==> src/rtl/ifetch_pkg.sv <==
// Shared types and constants for the instruction fetch unit.
package ifetch_pkg;

  localparam logic [31:0] RESET_PC_DEFAULT = 32'h0000_0000;
  localparam int          FIFO_DEPTH       = 2;

  typedef struct packed {
    logic [31:0] pc;
    logic [31:0] instr;
  } fetch_entry_t;

  localparam int ENTRY_W = $bits(fetch_entry_t);

  typedef enum logic {
    ST_FETCH = 1'b0,
    ST_HALT  = 1'b1
  } fetch_state_t;

  function automatic logic pc_aligned(input logic [31:0] addr);
    return addr[1:0] == 2'b00;
  endfunction

endpackage

==> src/rtl/ifetch_fifo.sv <==
// Two-entry {pc, instr} buffer with registered head; push lands on the head one cycle later.
// A full buffer accepts a push only alongside a pop; flush empties it in one cycle.
module ifetch_fifo
  import ifetch_pkg::*;
(
  input  logic               clk,
  input  logic               reset,
  input  logic               push,
  input  logic               pop,
  input  logic               flush,
  input  logic [ENTRY_W-1:0] din,
  output logic [ENTRY_W-1:0] head,
  output logic               full,
  output logic               empty
);

  localparam logic [1:0] DEPTH = 2'(FIFO_DEPTH);

  logic [1:0]   count;
  fetch_entry_t slot0;
  fetch_entry_t slot1;
  logic         do_pop;
  logic         do_push;

  assign empty   = count == 2'd0;
  assign full    = count == DEPTH;
  assign do_pop  = pop && !empty;
  assign do_push = push && (!full || do_pop);
  assign head    = slot0;

  // slot0 is always the head, so a pop shifts slot1 forward.
  always_ff @(posedge clk or posedge reset) begin
    if (reset) begin
      count <= 2'd0;
      slot0 <= '0;
      slot1 <= '0;
    end else if (flush) begin
      count <= 2'd0;
    end else begin
      unique case ({do_push, do_pop})
        2'b10: begin
          if (empty) slot0 <= din;
          else       slot1 <= din;
          count <= count + 2'd1;
        end
        2'b01: begin
          slot0 <= slot1;
          count <= count - 2'd1;
        end
        2'b11: begin
          if (count == 2'd1) begin
            slot0 <= din;
          end else begin
            slot0 <= slot1;
            slot1 <= din;
          end
        end
        default: ;
      endcase
    end
  end

endmodule

==> src/rtl/ifetch.sv <==
// Instruction fetch: walks pc through a combinational imem into a 2-deep buffer toward decode.
// One cycle push-to-valid; stalls on full buffer unless popped; redirect flushes, misaligned target halts.
module ifetch
  import ifetch_pkg::*;
#(
  parameter int          IMEM_ADDR_WIDTH = 10,
  parameter logic [31:0] RESET_PC        = RESET_PC_DEFAULT
) (
  input  logic                       clk,
  input  logic                       reset,
  output logic [IMEM_ADDR_WIDTH-1:0] imem_addr,
  input  logic [31:0]                imem_dout,
  input  logic                       redirect_valid,
  input  logic [31:0]                redirect_pc,
  output logic                       out_valid,
  input  logic                       out_ready,
  output logic [31:0]                out_pc,
  output logic [31:0]                out_instr,
  output logic                       misalign_err
);

  logic [31:0]  pc;
  fetch_state_t state;
  fetch_state_t state_next;
  logic         fetch_en;
  logic         pop;
  logic         push;
  logic         fifo_full;
  logic         fifo_empty;
  fetch_entry_t push_entry;
  fetch_entry_t head_entry;

  // A redirect in the same cycle swallows both the pop and the push.
  assign pop  = out_valid && out_ready && !redirect_valid;
  assign push = fetch_en && !redirect_valid && (!fifo_full || pop);

  assign push_entry.pc    = pc;
  assign push_entry.instr = imem_dout;

  ifetch_fifo u_fifo (
    .clk   (clk),
    .reset (reset),
    .push  (push),
    .pop   (pop),
    .flush (redirect_valid),
    .din   (push_entry),
    .head  (head_entry),
    .full  (fifo_full),
    .empty (fifo_empty)
  );

  always_ff @(posedge clk or posedge reset) begin
    if (reset) begin
      pc <= RESET_PC;
    end else if (redirect_valid) begin
      pc <= redirect_pc;
    end else if (push) begin
      pc <= pc + 32'd4;
    end
  end

  always_ff @(posedge clk or posedge reset) begin
    if (reset) begin
      state <= ST_FETCH;
    end else begin
      state <= state_next;
    end
  end

  // Only a redirect can leave or enter the halted state.
  always_comb begin
    state_next = state;
    if (redirect_valid) begin
      state_next = pc_aligned(redirect_pc) ? ST_FETCH : ST_HALT;
    end
  end

  always_comb begin
    fetch_en     = 1'b0;
    misalign_err = 1'b0;
    unique case (state)
      ST_FETCH: fetch_en     = 1'b1;
      ST_HALT:  misalign_err = 1'b1;
      default:  ;
    endcase
  end

  assign imem_addr = pc[IMEM_ADDR_WIDTH+1:2];
  assign out_valid = !fifo_empty;
  assign out_pc    = head_entry.pc;
  assign out_instr = head_entry.instr;

endmodule

==> config.mk <==
export PLATFORM = sky130hd
export DESIGN_NAME = ifetch
export DESIGN_NICKNAME = d
export VERILOG_FILES = /design/src/rtl/ifetch_pkg.sv /design/src/rtl/ifetch_fifo.sv /design/src/rtl/ifetch.sv
export SDC_FILE = /design/constraint.sdc
export NUM_CORES = 1
export LEC_CHECK = 0
export ABC_AREA = 0
export CAP_MARGIN = 20
export CORE_MARGIN = 2
export CORE_UTILIZATION = 30
export DETAILED_ROUTE_END_ITERATION = 8
export PLACE_DENSITY = 0.51
export SLEW_MARGIN = 20
export SYNTH_ARGS = -nofsm -noshare
export SYNTH_HDL_FRONTEND = slang
export SYNTH_SLANG_ARGS = --single-unit
==> constraint.sdc <==
create_clock -name clk -period 9.5 [get_ports clk]
set_input_delay 0.95 -clock clk [delete_from_list [all_inputs] [get_ports clk]]
set_output_delay 0.95 -clock clk [all_outputs]
set_load 0.02 [all_outputs]
# Word-level counts from Yosys, hierarchy flattened
# Cells that the tools add are included.
totals:
  wordCells: 51
  register_bits: 163
  out_inout_bits: 76
  in_bits: 68
classes:
  bitwise: 1
  addsub: 3
  reduce_logical: 19
  eq_ne: 8
  muxes: 13
ops:
  columns: ["cell", "n"]
  rows:
  - ["two-way mux 64 bit", 4]
  - ["case mux 64 bit (3 select lines)", 1]
  - ["case mux 64 bit (2 select lines)", 1]
  - ["two-way mux 32 bit", 2]
  - ["adder 32 x 3 -> 32 bit, second input constant", 1]
  - ["equality test 2 bit, second input constant", 3]
  - ["logical AND 1 bit", 6]
  - ["nonzero test 3 bit", 2]
  - ["equality test 2 x 1 -> 1 bit, second input constant", 2]
  - ["logical NOT 2 bit", 2]
  - ["!= test 2 bit, second input constant", 2]
  - ["case mux 2 bit (2 select lines)", 1]
  - ["AND reduction 4 bit", 1]
  - ["nonzero test 2 bit", 2]
  - ["logical NOT 1 bit", 3]
  - ["two-way mux 1 bit", 3]
  - ["AND reduction 3 bit", 1]
  - ["adder 2 x 1 -> 2 bit, second input constant", 1]
  - ["logical OR 1 bit", 2]
  - ["two-way mux 2 bit", 1]
  - ["!= test 2 x 1 -> 1 bit, second input constant", 1]
  - ["subtractor 2 x 1 -> 2 bit, second input constant", 1]
  - ["inverter 1 bit", 1]

# Logic depth before layout (Yosys ltp)
# Gate-level depths: netlist (run 1).
logic_depth:
  ltp_word: 10
  depth_mapped: 9
  mapped_depth_nobuf: 7

# Cells and area by module
# From an unflattened synthesis (run 1), not the netlist that was laid out.
hier_totals:
  cells_unflattened: 656
  area_unflattened_um2: 7514.7
modules_own_cells:
  columns: ["mod", "area_each_um2", "n_inst", "cells_per_inst"]
  rows:
  - ["ifetch_fifo", 5552.8, 1, 437]
  - ["ifetch", 1961.9, 1, 219]

# Worst setup path after synthesis (run 1)
# OpenSTA, ideal clock, no wires.
synth_path:
  path_kind: "in2reg"
  start: "input redirect_valid"
  end: "register pc[26]"
  path_stages: 6
  n_path_buf: 1
  setup_ns: 0.125
  arrival_ns: 2.448
  setup_slack_ns: 6.927
  cell_sequence: "or3b_1 -> buf_6 -> a2111oi_4 -> nand3_1 -> xnor2_1 -> mux2_2"
synth_between:
  elab_chain_len: 5
synth_rtl:
  columns: ["item", "line_no", "source"]
  rows:
  - ["start, declared", "ifetch.sv:13", "input logic redirect_valid,"]
  - ["logical NOT 1 bit", "ifetch.sv:34, ifetch.sv:35", null]
  - ["logical AND 1 bit", "ifetch.sv:34", "assign pop = out_valid && out_ready && !redirect_valid;"]
  - ["logical OR 1 bit", "ifetch.sv:35", "assign push = fetch_en && !redirect_valid && (!fifo_full || pop);"]
  - ["logical AND 1 bit", "ifetch.sv:35", null]
  - ["nonzero test 2 bit (no line)", null, null]
  - ["end signal, assigned", "ifetch.sv:56", "pc <= redirect_pc;"]
  - ["end signal, assigned", "ifetch.sv:58", "pc <= pc + 32'd4;"]
  - ["end, declared", "ifetch.sv:22", "logic [31:0] pc;"]
# Several ways; a longest one is shown, not always the timed one.
# A chain may end at the register's enable or synchronous reset.

# Worst setup path after layout (run 1)
layout_path:
  start: "register u_fifo.count[0]"
  end: "register u_fifo.slot1[47] in the netlist's numbering"
layout_between:
  elab_chain_len: 10
layout_rtl:
  columns: ["item", "line_no", "source"]
  rows:
  - ["start, declared", "ifetch_fifo.sv:19", "logic [1:0] count;"]
  - ["start signal, assigned", "ifetch_fifo.sv:44", "count <= count + 2'd1;"]
  - ["start signal, assigned", "ifetch_fifo.sv:48", "count <= count - 2'd1;"]
  - ["logical NOT 2 bit", "ifetch_fifo.sv:25", "assign empty = count == 2'd0;"]
  - ["logical NOT 1 bit", "ifetch_fifo.sv:27, ifetch.sv:89", null]
  - ["logical AND 1 bit (2 in series)", "ifetch.sv:34", null]
  - ["logical OR 1 bit / logical AND 1 bit (equally long branches)", "ifetch.sv:35, ifetch_fifo.sv:27", null]
  - ["logical AND 1 bit / logical OR 1 bit (equally long branches)", "ifetch.sv:35, ifetch_fifo.sv:28", null]
  - ["logical AND 1 bit", "ifetch_fifo.sv:28", "assign do_push = push && (!full || do_pop);"]
  - ["equality test 2 bit", "ifetch_fifo.sv:40", "unique case ({do_push, do_pop})"]
  - ["!= test 2 bit (no line) / nonzero test 2 bit (equally long branches)", null, null]
  - ["AND reduction 4 bit (no line)", null, null]
  - ["end signal, assigned", "ifetch_fifo.sv:43", "else slot1 <= din;"]
  - ["end signal, assigned", "ifetch_fifo.sv:55", "slot1 <= din;"]
  - ["end, declared", "ifetch_fifo.sv:21", "fetch_entry_t slot1;"]
# Several ways; a longest one is shown, not always the timed one.

==> flow_metrics.env, run 1 <==
export IMPL_cts_resized=0
export IMPL_period_needed_ps=2930
export IMPL_fmax_mhz=341
export IMPL_synth_fa_ha_area_share_pct=0.676
export IMPL_status="finished, final reports clean"
export IMPL_finClkSkew_ps=14.2
export IMPL_clockRootBuffer="clkbuf_16"
export IMPL_postSynthAreaPerCell_um2=11.4
export IMPL_die_area_um2=25900
export IMPL_worstHoldPathType="reg -> reg"
export IMPL_start_util_pct=30.5
export IMPL_syn_to_final_growth_pct=30.4
export IMPL_gr_total_overflow=0
export IMPL_worstSkewPairLatency_ps=430
export IMPL_syn_area_um2=7400
export IMPL_min_to="u_fifo.slot1[54]"
export IMPL_worstMarginPinSlew_ps=829
export IMPL_synth_top_area_cell="dfrtp_1"
export IMPL_relSlewSlack_pct=44.7
export IMPL_synth_xor_area_share_pct=3.55
export IMPL_synth_ff_type="dfrtp_1"
export IMPL_cts_made_buffers=17
export IMPL_cts_htree_levels=4
export IMPL_vias_per_cell=4.67
export IMPL_end_kind="flop"
export IMPL_netlist_top_cells_area="dfrtp_1 55%, mux2_2 11%, mux2i_1 8.8%"
export IMPL_grtUsageTotal_pct=14.2
export IMPL_vias=5156
export IMPL_port_buffers=143
export IMPL_ctsHoldBuffers=0
export IMPL_finalNetCount=839
export IMPL_crit_top_cell="inv_1"
export IMPL_postCtsSetupBuffers=0
export IMPL_crit_arrival_ps=3250
export IMPL_whs_ps=482
export IMPL_grt_pass1_vias=5360
export IMPL_cpPeakStageDelay_ps=680
export IMPL_syn_num_nets=719
export IMPL_num_fill_cells=2353
export IMPL_synth_ff_latch_count=163
export IMPL_gp_congestion=0.748
export IMPL_r2r_end="u_fifo.slot1[47]"
export IMPL_wl_per_cell_um=16.0
export IMPL_cp_required_ps=9820
export IMPL_ant_nets=0
export IMPL_synthArstFlopShare_pct=100
export IMPL_grt_max_degree=88
export IMPL_dp_hpwl_um=11800
export IMPL_drt_initial_drc_count=219
export IMPL_peakVddDrop_v=0.000141
export IMPL_netlist_instances=647
export IMPL_rsz0062_at_grt="false"
export IMPL_power_leakage_nw=3.83
export IMPL_hold_start="u_fifo.slot1[54]"
export IMPL_synth_top_family_by_area="multiplexers"
export IMPL_setup_tns_ps=0
export IMPL_drt_first_pass_iters=4
export IMPL_layout_drive_gt1_share_pct=15.5
export IMPL_maxCapViolCount=0
export IMPL_rr_startpoint="u_fifo.count[0]"
export IMPL_synth_edf_count=0
export IMPL_ys_warn_count=0
export IMPL_clkTransAtPathRegs_ps=70
export IMPL_synth_mux_area_share_pct=19.3
export IMPL_synth_top_area_share_pct=55.1
export IMPL_crit_buf_inv=3
export IMPL_finalHoldViolCount=0
export IMPL_rr_worst_depth=6
export IMPL_synth_compound_area_share_pct=7.73
export IMPL_stdcell_count=1104
export IMPL_worst_setup_path_type="reg -> reg"
export IMPL_core_um2=24200
export IMPL_grt_pass1_wl_um=29100
export IMPL_fp_row_count=57
export IMPL_worstSetupStartpointType="flop"
export IMPL_p_per_area_nw_per_um2=293
export IMPL_path_cells="inv_1, ha_1, inv_1, o2111ai_4, buf_4, mux2_2"
export IMPL_finalSetupViolCount=0
export IMPL_synth_common_cells="163 x dfrtp_1, 72 x nor2_1, 69 x a21oi_1, 69 x mux2_2, 65 x mux2i_1"
export IMPL_cts_tree="done"
export IMPL_ff2ff_setup_slack_ps=6570
export IMPL_clock_sinks=163
export IMPL_hold_depth=2
export IMPL_critical_path_max_fanout=49
export IMPL_synth_cell_types=41
export IMPL_diodes=0
export IMPL_synthSimpleGateAreaFrac_pct=9.67
export IMPL_dieHeight_um=161
export IMPL_drc_errors=0
export IMPL_die_w_um=161
export IMPL_period_share_pct=30.9
export IMPL_crit_slowest_cell="buf_4"
export IMPL_dp_cells=1072
export IMPL_ys_seq_area_share_pct=55.1
export IMPL_clockBufferDepth=2
export IMPL_synthMostInstantiatedCell="dfrtp_1"
export IMPL_cp_top_family="buffers and inverters"
export IMPL_finalMaxSlewViolations=0
export IMPL_io_pins=144
export IMPL_antenna_found_initial=0
export IMPL_wl_um=17600
-- per-stage QoR --
stage | instance area [um2] | util [%] | worst slack [ps] | total power [mW]
after floorplan | 7400 | - | 4150 | 1.72
after global placement | 9060 | 37.3 | 6160 | 2.12
after detailed placement | 9060 | 37.3 | 6110 | 2.16
after CTS | 9640 | 39.8 | 6550 | 2.86
after global routing | 9650 | 39.8 | 6400 | 3.00
final | 9650 | 39.8 | 6570 | 2.82
-- layout make-up --
cell class | count | area (um2) | share of cell area (%)
Tap cell | 324 | 405 | 4.20
Sequential cell | 163 | 4080 | 42.3
Multi-Input combinational cell | 428 | 3060 | 31.7
Inverter | 7 | 31.3 | 0.324
Clock inverter | 15 | 161 | 1.67
Clock buffer | 17 | 425 | 4.41
Timing Repair Buffer | 150 | 1480 | 15.4
-- metal layers --
layer | wire, um | vias to the layer above | share of wire (%) | global-route usage, %
met5 | 0 | - | 0 | 0
met4 | 206 | 0 | 1.2 | 3.77
met3 | 834 | 17 | 4.7 | 3.18
met2 | 7790 | 142 | 44 | 21.9
met1 | 8780 | 2512 | 50 | 20.2
li1 | - | 2485 | - | -
-- logic make-up after synthesis --
kind of cell / after synthesis
simple gates: 156
xor+xnor: 30
flops: 163
compound gates: 104
fa+ha+maj: 4
buf+inv: 56
mux: 134
-- worst min-delay path: cells and delay by family, from the launching register on --
kind | cells | cell delay (ps)
and+or+nand+nor | 1 | 50
DFF | 1 | 340
AOI/OAI and AO/OA | 1 | 60
-- worst max path at each step --
stage	start	end	depth (start not counted)
6_report	u_fifo.count[0]	u_fifo.slot1[47]	6
5_1_grt	u_fifo.count[0]	u_fifo.slot1[60]	6
4_1_cts	u_fifo.count[0]	u_fifo.slot1[37]	6
3_5_place_dp	out_ready	u_fifo.head[46]	6
3_3_place_gp	out_ready	u_fifo.head[42]	6
2_1_floorplan	reset	pc[0]	1
-- sequential cells by signal, summed over array words and instances, names as in the netlist --
name	flops
u_fifo.head	64
u_fifo.slot1	64
state	1
pc	32
u_fifo.count	2
-- power breakdown --
part	internal (mW)	total (mW)	switching, mW
clock network	0.375	0.691	0.316
logic	0.500	0.988	0.488
registers	0.978	1.14	0.166
-- layout by cell type, fill, tap and decap left out, drive strengths merged, types with 8 or more instances in the layout --
cell	netlist	layout
xor2	15	15
buf	34	8
nand4	11	11
nor2	72	72
o21ai	28	28
clkbuf	15	17
xnor2	15	15
nand2	39	39
mux2i	65	65
inv	7	18
clkdlybuf4s50	0	142
a21oi	69	69
mux2	69	69
nand3	11	11
dfrtp	163	163
(Power assumes the default switching activity.)
==> run 2: changes to the inputs <==
clock period = 3 ns   (was 9.5 ns; I/O delays follow)
==> flow_metrics.env, run 2 (synthesis results as in run 1) <==
export IMPL_antenna_found_initial=0
export IMPL_endpoint="pc[26]"
export IMPL_finClkSkew_ps=14.0
export IMPL_critical_path_max_fanout=5
export IMPL_die_w_um=161
export IMPL_p_per_area_nw_per_um2=907
export IMPL_place_ws_ps=383
export IMPL_ant_nets=0
export IMPL_clkTransAtPathRegs_ps=70
export IMPL_drt_initial_drc_count=216
export IMPL_grtUsageTotal_pct=14.3
export IMPL_cts_htree_levels=4
export IMPL_clockRootBuffer="clkbuf_16"
export IMPL_status="finished, final reports clean"
export IMPL_core_um2=24200
export IMPL_clock_sinks=163
export IMPL_wl_per_cell_um=16.0
export IMPL_grt_pass1_wl_um=29200
export IMPL_cpPeakStageDelay_ps=510
export IMPL_peakVddDrop_v=0.000403
export IMPL_maxCapViolCount=0
export IMPL_cp_top_family="simple AND/OR/NAND/NOR gates"
export IMPL_finalHoldViolCount=0
export IMPL_gr_total_overflow=0
export IMPL_syn_to_final_growth_pct=30.7
export IMPL_setup_tns_ps=0
export IMPL_timing_final_ws_setup_ps=643
export IMPL_grt_pass1_vias=5471
export IMPL_power_leakage_nw=3.81
export IMPL_period_share_pct=78.6
export IMPL_dieHeight_um=161
export IMPL_fp_row_count=57
export IMPL_io_pins=144
export IMPL_wl_um=17700
export IMPL_finalSetupViolCount=0
export IMPL_crit_buf_inv=1
export IMPL_cp_required_ps=3310
export IMPL_ff2ff_setup_slack_ps=640
export IMPL_layout_drive_gt1_share_pct=15.5
export IMPL_crit_slowest_cell="or3b_1"
export IMPL_finalNetCount=841
export IMPL_crit_arrival_ps=2670
export IMPL_crit_cells=7
export IMPL_cts_resized=0
export IMPL_drt_first_pass_iters=4
export IMPL_worstHoldPathType="in -> async"
export IMPL_vias_per_cell=4.66
export IMPL_postCtsSetupBuffers=0
export IMPL_crit_start="u_fifo.count[0]"
export IMPL_port_buffers=143
export IMPL_r2r_end="pc[26]"
export IMPL_grt_max_degree=164
export IMPL_clockBufferDepth=2
export IMPL_period_needed_ps=2360
export IMPL_layout_commonest_cell="dfrtp_1"
export IMPL_worstSetupStartpointType="flop"
export IMPL_worst_setup_path_type="reg -> reg"
export IMPL_gp_congestion=0.726
export IMPL_rr_worst_depth=7
export IMPL_path_cells="inv_1, ha_1, or3b_1, a2111oi_4, nand3_1, xnor2_1, mux2_2"
export IMPL_vias=5150
export IMPL_end_kind="flop"
export IMPL_worstSkewPairLatency_ps=430
export IMPL_drc_errors=0
export IMPL_dp_hpwl_um=11900
export IMPL_worstMarginPinSlew_ps=1080
export IMPL_cts_tree="done"
export IMPL_fmax_mhz=424
export IMPL_diodes=0
export IMPL_start_util_pct=30.5
export IMPL_finalMaxSlewViolations=0
export IMPL_die_area_um2=25900
export IMPL_rsz0062_at_grt="false"
export IMPL_cts_made_buffers=17
export IMPL_layout_common_cells="163 x dfrtp_1, 142 x clkdlybuf4s50_1, 72 x nor2_1"
export IMPL_ctsHoldBuffers=0
export IMPL_rr_startpoint="u_fifo.count[0]"
export IMPL_relSlewSlack_pct=27.8
run 2: changes by cell type in the layout (fill, tap and decap cells not counted), sizes merged:
cell      delta
clkinv       +2
clkinvlp     +5
buf          +2
bufinv       -1
clkbuf       +2
inv          -8
run 2: metrics by stage:
step	utilization (%)	area (um2)	power [mW]	hold slack (ps)	cells
2_1_floorplan	-	7400	5.44	421	647
3_3_place_gp	37.7	9130	6.73	471	1074
3_5_place_dp	37.7	9130	6.86	477	1074
4_1_cts	39.9	9670	8.91	408	1106
5_1_grt	39.9	9670	9.35	417	1106
6_report	39.9	9670	8.77	328	1106
run 2: layout make-up:
type	instances	area [um2]
Clock buffer	19	433
Clock inverter	13	103
Fill cell	2324	14600
Inverter	7	30.0
Multi-Input combinational cell	428	3060
Sequential cell	163	4080
Tap cell	324	405
Timing Repair Buffer	152	1560
run 2: layer usage:
metal / share of wire, % / global-route usage (%) / up-vias
met2: 46 / 22.9 / 123
li1: - / - / 2483
met4: 1.8 / 4.63 / 0
met1: 47 / 18.9 / 2521
met5: 0 / 0 / -
met3: 4.5 / 3.95 / 23
run 2: worst min-delay path by stage:
stage	endpoint	slack (ps)	cells past startpoint
after floorplan	pc[10]	420	2
after global placement	u_fifo.slot1[54]	470	2
after detailed placement	u_fifo.slot1[54]	480	2
after CTS	pc[30]	410	3
after global routing	pc[30]	420	3
final	u_fifo.head[38]	330	3
run 2: power by group:
group          switching, mW  internal (mW)  leakage (nW)  total (mW)
clock                  0.946           1.07         0.248        2.02
combinational           1.54           1.60          1.64        3.14
sequential             0.520           3.10          1.93        3.62
run 2: tightest hold or removal path, delay by kind of cell:
| family | cells | cell delay, ps |
|---|---|---|
| buffers and inverters | 3 | 970 |
